<file path="src/rtl/mul_add_seq.sv">
//------------------------------------------------------------------------------
// mul_add_seq : sequential shift-and-add multiply-accumulate, result = a*b + c
// Revision    : 1.0
//------------------------------------------------------------------------------
`default_nettype none

module mul_add_seq #(
    parameter int WIDTH = 4
) (
    input  logic                 clk,
    input  logic                 rst_n,
    input  logic                 start,
    input  logic [WIDTH-1:0]     a,
    input  logic [WIDTH-1:0]     b,
    input  logic [WIDTH-1:0]     c,
    output logic                 busy,
    output logic                 done,
    output logic [2*WIDTH-1:0]   result,
    output logic                 overflow
);

    typedef enum logic [1:0] {
        IDLE = 2'd0,
        CALC = 2'd1,
        DONE = 2'd2
    } state_t;

    localparam int            CW   = (WIDTH > 1) ? $clog2(WIDTH) : 1;
    localparam logic [CW-1:0] LAST = CW'(WIDTH - 1);

    state_t               r_state;
    logic [2*WIDTH-1:0]   r_acc;
    logic [2*WIDTH-1:0]   r_mcand;
    logic [WIDTH-1:0]     r_mplier;
    logic [CW-1:0]        r_cnt;
    logic [2*WIDTH-1:0]   w_acc_next;

    // Maximum sum is 2^W*(2^W-1), so the 2W-bit accumulator never wraps.
    always_comb begin
        w_acc_next = r_mplier[0] ? (r_acc + r_mcand) : r_acc;
    end

    always_ff @(posedge clk or negedge rst_n) begin
        if (!rst_n) begin
            r_state  <= IDLE;
            r_acc    <= '0;
            r_mcand  <= '0;
            r_mplier <= '0;
            r_cnt    <= '0;
            busy     <= 1'b0;
            done     <= 1'b0;
            result   <= '0;
            overflow <= 1'b0;
        end else begin
            case (r_state)
                IDLE, DONE: begin
                    done <= 1'b0;
                    if (start) begin
                        r_acc    <= {{WIDTH{1'b0}}, c};
                        r_mcand  <= {{WIDTH{1'b0}}, a};
                        r_mplier <= b;
                        r_cnt    <= '0;
                        r_state  <= CALC;
                        busy     <= 1'b1;
                    end else begin
                        r_state  <= IDLE;
                        busy     <= 1'b0;
                    end
                end
                CALC: begin
                    r_acc    <= w_acc_next;
                    r_mcand  <= r_mcand << 1;
                    r_mplier <= r_mplier >> 1;
                    r_cnt    <= r_cnt + 1'b1;
                    if (r_cnt == LAST) begin
                        r_state  <= DONE;
                        busy     <= 1'b0;
                        done     <= 1'b1;
                        result   <= w_acc_next;
                        overflow <= |w_acc_next[2*WIDTH-1:WIDTH];
                    end
                end
                default: begin
                    r_state <= IDLE;
                    busy    <= 1'b0;
                    done    <= 1'b0;
                end
            endcase
        end
    end

endmodule

`default_nettype wire

</file>
<file path="config.mk">
export PLATFORM = sky130hd
export DESIGN_NAME = mul_add_seq
export DESIGN_NICKNAME = d
export VERILOG_FILES = /design/src/rtl/mul_add_seq.sv
export SDC_FILE = /design/constraint.sdc
export NUM_CORES = 1
export LEC_CHECK = 0
export ABC_AREA = 1
export BUFFER_PORTS_ARGS = -buffer_cell sky130_fd_sc_hd__buf_2
export CAP_MARGIN = 20
export CORE_ASPECT_RATIO = 0.8
export CORE_MARGIN = 2
export CORE_UTILIZATION = 30
export CTS_CLUSTER_DIAMETER = 120
export DETAILED_ROUTE_END_ITERATION = 12
export SETUP_SLACK_MARGIN = 0.15
export SLEW_MARGIN = 10
export SYNTH_ARGS = -nofsm -noshare
export SYNTH_HDL_FRONTEND = slang
export SYNTH_SLANG_ARGS = --single-unit
</file>
<file path="constraint.sdc">
create_clock -name clk -period 2.57 [get_ports clk]
set_clock_uncertainty 0.1 [all_clocks]
set_input_delay 0 -clock clk [delete_from_list [all_inputs] [get_ports clk]]
set_output_delay 0 -clock clk [all_outputs]
set_load 0.01 [all_outputs]
</file>
==> metrics.log <==
[metrics] status: complete, no violations
[metrics] Syn Area/Cell: 8.58 um2
[metrics] critical path capture point type: flip-flop
[metrics] startpoint types: flip-flop
[metrics] Clk Tree Root Cell: sky130_fd_sc_hd__clkbuf_8
[metrics] number of hold-slack violations in the final timing report: 0
[metrics] Antenna Cells: 0
[metrics] register share of total power: between 30% and 40%
[metrics] total gr overflow: 0
[metrics] unrepaired setup endpoints after global routing: false
[metrics] clock network latency to the later pin of the worst-skew pair: 0.28 ns
[metrics] Final nets: approximately 270
[metrics] Unique masters post-synth: 31
[metrics] fill cell instance count of the final layout: 619
[metrics] power per cell area: ~1400 nW/um2
[metrics] Max Cap Violations: 0
[metrics] total vias in the final route: about 1500
[metrics] first-pass detailed-route iteration total: 4
[metrics] fraction of power consumed by the clock network: 12.4%
[metrics] ratio of final minimum period to clock period: ~76%
[metrics] synthesis-stage register bit count: 34
[metrics] Total Routing Usage GR: approximately an eighth
[metrics] post-synthesis cell area: around 1800 um2
[metrics] total negative slack for setup checks: 0 ns
[metrics] number of cell rows: 25
[metrics] maximum number of buffers from clock root to sink: 2
[metrics] worst path required time: ~2.6 ns
[metrics] maximum resistive drop on vdd: 603 uV
[metrics] worst setup path class: reg -> reg
[metrics] detailed placer's ending HPWL: 2800 um
[metrics] internal power component: 0.00163 W
[metrics] Initial Util: 30.7%
[metrics] Die Y-Extent: 73.0 um
[metrics] port buffer count: 25
[metrics] clock tree from TritonCTS: done
[metrics] Total Wirelength: about 4000 um
[metrics] DRT iter0 DRCs: 66
[metrics] fraction of final layout cells with drive strength greater than 1: between 15 and 20%
[metrics] commonest cells after routing, fill and taps aside: sky130_fd_sc_hd__nand2_1 (48), sky130_fd_sc_hd__dfrtp_1 (34), sky130_fd_sc_hd__inv_1 (28), sky130_fd_sc_hd__buf_2 (25), sky130_fd_sc_hd__nor2_1 (17)
[metrics] routability congestion estimate: 0.824
[metrics] first element of the critical path: r_acc[0]
[metrics] Max FO, Critical Path: 2
[metrics] number of instances in the synthesized netlist: 208
[metrics] routed len/inst: around 12 um
[metrics] transition at the pin with the smallest max-transition slack: ~0.77 ns
[metrics] net switching power of the design: 0.00138 W
[metrics] total power after layout: around 0.0030 W
[metrics] clock net sink count: 34
[metrics] arrival time at the worst endpoint: just over 2 ns
[metrics] Chip Width: 90.2 um
[metrics] count of pins over their slew limit: 0
[metrics] layout-stage area growth over the synthesis result: 22.9%
[metrics] CORE AREA: 5820 um2
[metrics] most common cell after layout, fill and taps aside: sky130_fd_sc_hd__nand2_1
[metrics] launching point of the worst reg2reg path: r_acc[0]
[metrics] part of the Yosys area used for sequential elements: between 40% and 50%
[metrics] fraction of power spent switching nets: between 40% and 50%
[metrics] hold wc startpoint: start
[metrics] final worst path period need: 1.95 ns
[metrics] detailed-route DRC error count: 0
[metrics] TritonCTS Buffers: 5
[metrics] Comb pwr share: between 50% and 60%
[metrics] Worst R2R Setup Slack: 0.62 ns
[metrics] Max H-tree Level: 2
[metrics] Synthesis Warnings: 0
[metrics] initial antenna violation count: 0
[metrics] number of I/O pins: 26
[metrics] worst reg-to-reg path cell count: 13
[metrics] standby leakage power: 1.13 nW
[metrics] FMAX: around 500 MHz
[metrics] path class of the lowest-slack min-delay path: in -> reg
[metrics] final cell utilization of the core: between 30% and 40%
[metrics] die area: around 6600 um2
[metrics] final setup violation count: 0
[metrics] ratio of routed vias to standard cells: between 4 and 5
[metrics] Relative slew margins: about half
[metrics] CTS clk-pin slew, worst paths: about 0.070 ns
[metrics] number of global-route vias before repair: 1467
[metrics] wire length of the first global-routing pass: 7020 um
[metrics] synthesized net count: between 200 and 250
[metrics] residual antenna-violating net count after detailed routing: 0
[metrics] maximum number of pins on one net before global-route repair: 35
[metrics] cell count of the worst hold path: 3
## critical path, stage by stage (launching register included)
cell and delay, ns:
sky130_fd_sc_hd__dfrtp_1 0.35, sky130_fd_sc_hd__ha_1 0.16, sky130_fd_sc_hd__inv_1 0.05, sky130_fd_sc_hd__fa_1 0.40, sky130_fd_sc_hd__inv_1 0.09, sky130_fd_sc_hd__nand2_1 0.06, sky130_fd_sc_hd__nand2_1 0.08, sky130_fd_sc_hd__nand3_1 0.07
sky130_fd_sc_hd__nand3_1 0.09, sky130_fd_sc_hd__nand2_1 0.11, sky130_fd_sc_hd__nor2_4 0.10, sky130_fd_sc_hd__nand2_1 0.05, sky130_fd_sc_hd__nor2_1 0.10, sky130_fd_sc_hd__nor2_1 0.04
## stage by stage
step	hold WS, ns	setup WS [ns]	area, um2	cells
after floorplan	-0.396	0.783	1780	208
after global placement	0.0155	0.661	1980	310
after detailed placement	0.0213	0.619	1980	310
after CTS	0.0758	0.597	2190	330
after global routing	0.132	0.358	2190	330
final	0.0670	0.616	2190	330
## cell type report
cell class              count  area [um2]  area share, %
clock buffers               5        68.8           3.14
clock inverters             2        10.0          0.456
inverters                  32         123           5.59
multi-input cells         138         785           35.8
flip-flops and latches     34         851           38.8
well taps                  81         101           4.62
repair buffers             38         255           11.6
## layer usage
metal | track usage (%) | part of all wire, %
met5 | 0 | 0
met4 | 1.03 | 0
met3 | 3.41 | 3.8
met2 | 20.8 | 44
met1 | 19.8 | 52
## path summary, 6_finish.rpt
kind,end
max,overflow
max in group asynchronous,r_mplier[0]
min,r_state[0]
min reg2reg,result[5]
min in group asynchronous,r_mcand[7]
max reg2reg,overflow
## power groups by stage
stage	sequential, W	clock [W]	combinational [W]
floorplan	0.000965	0	0.00128
global placement	0.000975	0	0.00164
finish	0.000973	0.000371	0.00166
CTS	0.000975	0.000383	0.00168
global route	0.00101	0.000415	0.00193
detailed placement	0.000983	0	0.00165
## timing repair
action                                 CTS  global route
hold buffers                            13             0
setup endpoints to repair                0             0
endpoints found under the hold margin   46             0
resized for setup                        0             0
setup buffers                            0             0
## cell usage after synthesis, drive strengths merged
library cell | count | area share [%]
nand2 | 50 | 11
dfrtp | 34 | 48
inv | 32 | 6.9
nor2 | 20 | 6.0
nand3 | 13 | 3.6
o21ai | 12 | 3.4
o22ai | 10 | 3.5
ha | 8 | 5.6
a21oi | 6 | 1.7
buf | 4 | 1.5
a221oi | 3 | 1.5
a22o | 3 | 1.5
or2 | 3 | 1.2
nand3b | 2 | 0.84
o211ai | 2 | 0.84
a22oi | 1 | 0.42
and3 | 1 | 0.35
fa | 1 | 1.1
o21a | 1 | 0.42
xnor2 | 1 | 0.49
xor2 | 1 | 0.49
## logic make-up after synthesis
| group | after synthesis | share of synthesized area (%) |
|---|---|---|
| adder cells (fa/ha/maj) | 9 | 6.73 |
| flip-flops | 34 | 47.7 |
| XOR/XNOR | 2 | 0.982 |
| AND/OR/NAND/NOR | 89 | 23.1 |
| buffers and inverters | 36 | 8.34 |
| AO/OA/AOI/OAI | 38 | 13.2 |
## registers in the layout, summed over array words and instances (netlist names)
register / count
r_cnt: 2
busy: 1
r_mcand: 8
r_state: 2
r_acc: 8
r_mplier: 4
result: 8
overflow: 1
No activity file was read; power rests on OpenSTA's default activity.
